**src/rtl/event_drain_32_pkg.sv**
```systemverilog
// event_drain_32_pkg: shared widths and reset constant for the event drain
package event_drain_32_pkg;
    localparam int WIDTH_D = 32;
    localparam int IDX_W_D = 5;
    localparam logic [WIDTH_D-1:0] PENDING_RST = '0;
endpackage

```
**src/rtl/prio_enc_32.sv**
```systemverilog
// prio_enc_32: combinational lowest-set-bit encoder
module prio_enc_32
    import event_drain_32_pkg::*;
#(
    parameter int WIDTH = WIDTH_D,
    parameter int IDX_W = IDX_W_D
) (
    input  logic [WIDTH-1:0] vec,
    output logic [IDX_W-1:0] idx,
    output logic             found
);
    always_comb begin
        idx = '0;
        found = 1'b0;
        for (int i = WIDTH - 1; i >= 0; i--) begin
            if (vec[i]) begin
                idx = IDX_W'(i);
                found = 1'b1;
            end
        end
    end
endmodule

```
**src/rtl/event_drain_32.sv**
```systemverilog
// event_drain_32: OR-accumulates events and drains them lowest-index-first over valid/ready
module event_drain_32
    import event_drain_32_pkg::*;
#(
    parameter int WIDTH = WIDTH_D,
    parameter int IDX_W = IDX_W_D
) (
    input  logic             clk,
    input  logic             reset_n,
    input  logic [WIDTH-1:0] evt,
    input  logic [WIDTH-1:0] mask,
    input  logic             out_ready,
    input  logic             clr_ovf,
    output logic             out_valid,
    output logic [IDX_W-1:0] out_index,
    output logic [WIDTH-1:0] pending,
    output logic             overflow
);
    logic [IDX_W-1:0] sel;
    logic             found;
    logic             slot_free;
    logic             load;
    logic [WIDTH-1:0] load_vec;

    prio_enc_32 #(.WIDTH(WIDTH), .IDX_W(IDX_W)) u_enc (
        .vec   (pending & mask),
        .idx   (sel),
        .found (found)
    );

    assign slot_free = ~out_valid | out_ready;
    assign load      = slot_free & found;
    assign load_vec  = {{(WIDTH-1){1'b0}}, load} << sel;

    always_ff @(posedge clk or negedge reset_n) begin
        if (!reset_n) begin
            pending   <= WIDTH'(PENDING_RST);
            out_valid <= 1'b0;
            out_index <= '0;
            overflow  <= 1'b0;
        end else begin
            pending   <= (pending & ~load_vec) | evt;
            out_valid <= slot_free ? found : out_valid;
            out_index <= load ? sel : out_index;
            overflow  <= |(evt & pending & ~load_vec) | (overflow & ~clr_ovf);
        end
    end
endmodule

```
**config.mk**
```make
export PLATFORM = sky130hd
export DESIGN_NAME = event_drain_32
export DESIGN_NICKNAME = d
export VERILOG_FILES = /design/src/rtl/event_drain_32_pkg.sv /design/src/rtl/prio_enc_32.sv /design/src/rtl/event_drain_32.sv
export SDC_FILE = /design/constraint.sdc
export NUM_CORES = 1
export LEC_CHECK = 0
export ABC_AREA = 1
export BUFFER_PORTS_ARGS = -buffer_cell sky130_fd_sc_hd__buf_2
export CAP_MARGIN = 20
export CORE_MARGIN = 1
export CORE_UTILIZATION = 45
export CTS_BUF_LIST = sky130_fd_sc_hd__clkbuf_8
export DETAILED_ROUTE_END_ITERATION = 10
export PLACE_DENSITY = 0.79
export SLEW_MARGIN = 20
export SYNTH_ARGS = -nofsm -noshare
export SYNTH_HDL_FRONTEND = slang
export SYNTH_SLANG_ARGS = --single-unit
```
**constraint.sdc**
```tcl
create_clock -name clk -period 2.8 [get_ports clk]
set_input_delay 0.28 -clock clk [delete_from_list [all_inputs] [get_ports clk]]
set_output_delay 0.28 -clock clk [all_outputs]
set_load 0.02 [all_outputs]
```
==> metrics.md <==
| Metric | Value |
|---|---|
| Cell depth of the worst flop-to-flop path | 41 |
| N_diodes | 0 |
| Commonest non-fill, non-tap cells in the layout | nand2_1, buf_2, buf_4 |
| Initial antenna violation count | 0 |
| R2r startpoint | pending[31]$_DFF_PN0_ |
| Layout Skew | 12.7 ps |
| Area Overhead vs Synth | 56.7% |
| Max frequency | 0.307 GHz |
| Clk_lat worst skew | 300 ps |
| RSZ-0062 raised after global routing | yes |
| Cell count after synthesis | 369 |
| Pin count of the biggest net entering global routing | 40 |
| Leak Pwr | 2.00 nW |
| Synth Net Count | 437 |
| Status | complete, but fails checks |
| Setup TNS | -5110 ps |
| Commonest non-fill, non-tap cell in the layout | nand2_1 |
| MaxCap Viol Count | 0 |
| Drt wl/cell | 13.7 µm |
| CTS tree | yes |
| Endpoint type of the worst setup path | flip-flop |
| Final setup viols | 31 |
| Final WL | 8.51 mm |
| Post-DP HPWL | 6.42 mm |
| Cts bufs inserted | 5 |
| Initial Util | 0.474 |
| VDD IR max | 0.229 mV |
| Share of cells above drive strength 1 | 0.384 |
| Number of global-route vias before repair | 2921 |
| Crit Path Max Fanout | 8 |
| CP Class | flip-flop to flip-flop |
| Initial DRC count | 180 |
| Required time of the critical path | 2980 ps |
| Post-synthesis cell type count | 20 |
| DP Worst Slack | -488 ps |
| PortBufs | 106 |
| Startpoint Class | flip-flop |
| CTS root buf | clkbuf_8 |
| Avg Vias per Cell | 4.95 |
| Total iterations of the first detailed-routing run | 4 |
| Worst-Margin Slew | 930 ps |
| Final Max Tran Viols | 0 |
| GPL Wtd Cong | 0.927 |
| Power density over the cells | 340 mW/mm² |
| Reg2reg setup slack | -460 ps |
| Worst min path class | primary input to asynchronous set/reset pin |
| Failing checks | setup timing |
| Endpoints failing hold | 0 |
| # DRC | 0 |
| Reg2reg end | overflow$_DFF_PN0_ |
| Longest Clk Path Bufs | 2 |
| Post-layout net count | 617 |
| Slowest-stage cell, CP | dfrtp_1 |
| Total gr overflow | 0 |
| Post-Syn Area | 0.00247 mm² |
| Antenna Violating Nets Remaining | 0 |
| CTS sink cnt | 39 |
| Worst relative slew slack | 0.380 |
| Detailed-route via count | 3066 |
| Clock-pin transition on the worst setup and hold timing paths | 80 ps |
| IO Pins | 107 |
| Arrival @ worst endpoint | 3440 ps |
| Hold slack | 117 ps |
| Full die area | 0.00579 mm² |
| Setup ws final | -461 ps |
| Sequential share of the synthesized area | 0.395 |
| First-pass GRT wire length | 13.2 mm |
| Core area | 0.00520 mm² |
| Synthesis Warnings | 0 |
| Minimum clock period | 3260 ps |
| Hold buffers post-CTS | 0 |
| Row count | 26 |
| Crit share post-route | 1.16 |
| Max stage delay on crit path | 400 ps |
| Global Route Usage Sum | 0.292 |
| CP most frequent cell | nand2_1 |
| Syn avg cell area | 6.69 µm² |
| Die height | 76.1 µm |
| Die W | 76.1 µm |
| #FFs+latches synth | 39 |
| # H-tree levels | 2 |
[worst max-delay path by stage]
stage / end / cells after the start / from
floorplan: overflow$_DFF_PN0_ / 40 / pending[31]$_DFF_PN0_
global placement: overflow$_DFF_PN0_ / 41 / mask[31]
detailed placement: overflow$_DFF_PN0_ / 41 / mask[31]
CTS: overflow$_DFF_PN0_ / 41 / pending[31]$_DFF_PN0_
global route: overflow$_DFF_PN0_ / 43 / pending[31]$_DFF_PN0_
finish: overflow$_DFF_PN0_ / 41 / pending[31]$_DFF_PN0_
[power by group]
group	internal [mW]	switching (mW)	leakage, nW
combinational	0.159	0.194	1.58
clock	0.168	0.207	0.0505
sequential	0.577	0.0105	0.369
total	0.904	0.411	2.00
[stage by stage]
step / power [mW] / area, µm² / instances / utilization
final: 1.31 / 3870 / 620 / 0.743
after global routing: 1.37 / 3870 / 620 / 0.743
after CTS: 1.27 / 3700 / 608 / 0.711
after detailed placement: 0.890 / 3480 / 593 / 0.668
after global placement: 0.885 / 3480 / 593 / 0.668
after floorplan: 0.744 / 2470 / 369 / -
[cells in the mapped netlist, drive strengths merged]
master | number | area, µm²
nand2 | 163 | 617
dfrtp | 39 | 976
inv | 32 | 120
nor2 | 30 | 123
nand3 | 26 | 140
o21ai | 20 | 100
o21bai | 17 | 128
a21o | 16 | 120
nand4 | 8 | 50.1
clkbuf | 7 | 26.3
a31oi | 4 | 25.0
nor3 | 2 | 10.0
o31ai | 2 | 15.0
a21oi | 1 | 5.00
o21a | 1 | 7.51
or2 | 1 | 6.26
[repair_timing]
action | in CTS | in global routing
pin swaps | 14 | 15
buffers inserted | 8 | 12
setup endpoints to repair | 27 | 34
resized for setup | 24 | 21
gates cloned | 0 | 0
[state kept, by name, indices dropped and copies added, names as in the netlist]
register / flops
overflow: 1
out_index: 5
out_valid: 1
pending: 32
[layout make-up]
| cell class | count | area (µm²) |
|---|---|---|
| Fill cell | 447 | 1340 |
| Sequential cell | 39 | 976 |
| Inverter | 32 | 120 |
| Clock inverter | 3 | 12.5 |
| Multi-Input combinational cell | 291 | 1460 |
| Timing Repair Buffer | 180 | 1140 |
| Clock buffer | 5 | 68.8 |
| Tap cell | 70 | 87.6 |
[per-layer routing]
metal,global-route usage,up-vias,part of all wire
met4,0.117,0,0.019
met2,0.497,130,0.49
met3,0.0431,13,0.070
li1,-,1544,-
met1,0.372,1379,0.43
met5,0,-,0
[critical path: cells and delay by family (launching register included)]
family	cells	cell delay [ps]
and+or+nand+nor	38	2380
DFF	1	400
AOI/OAI and AO/OA	1	190
buffers and inverters	2	180
[logic make-up (layout without fill, tap and decap cells)]
kind of cell / Yosys count / in the layout / synth area share
AO/OA/AOI/OAI: 61 / 61 / 0.162
buffers and inverters: 39 / 220 / 0.0593
flip-flops: 39 / 39 / 0.395
AND/OR/NAND/NOR: 230 / 230 / 0.383
No activity file was read; power rests on OpenSTA's default activity.
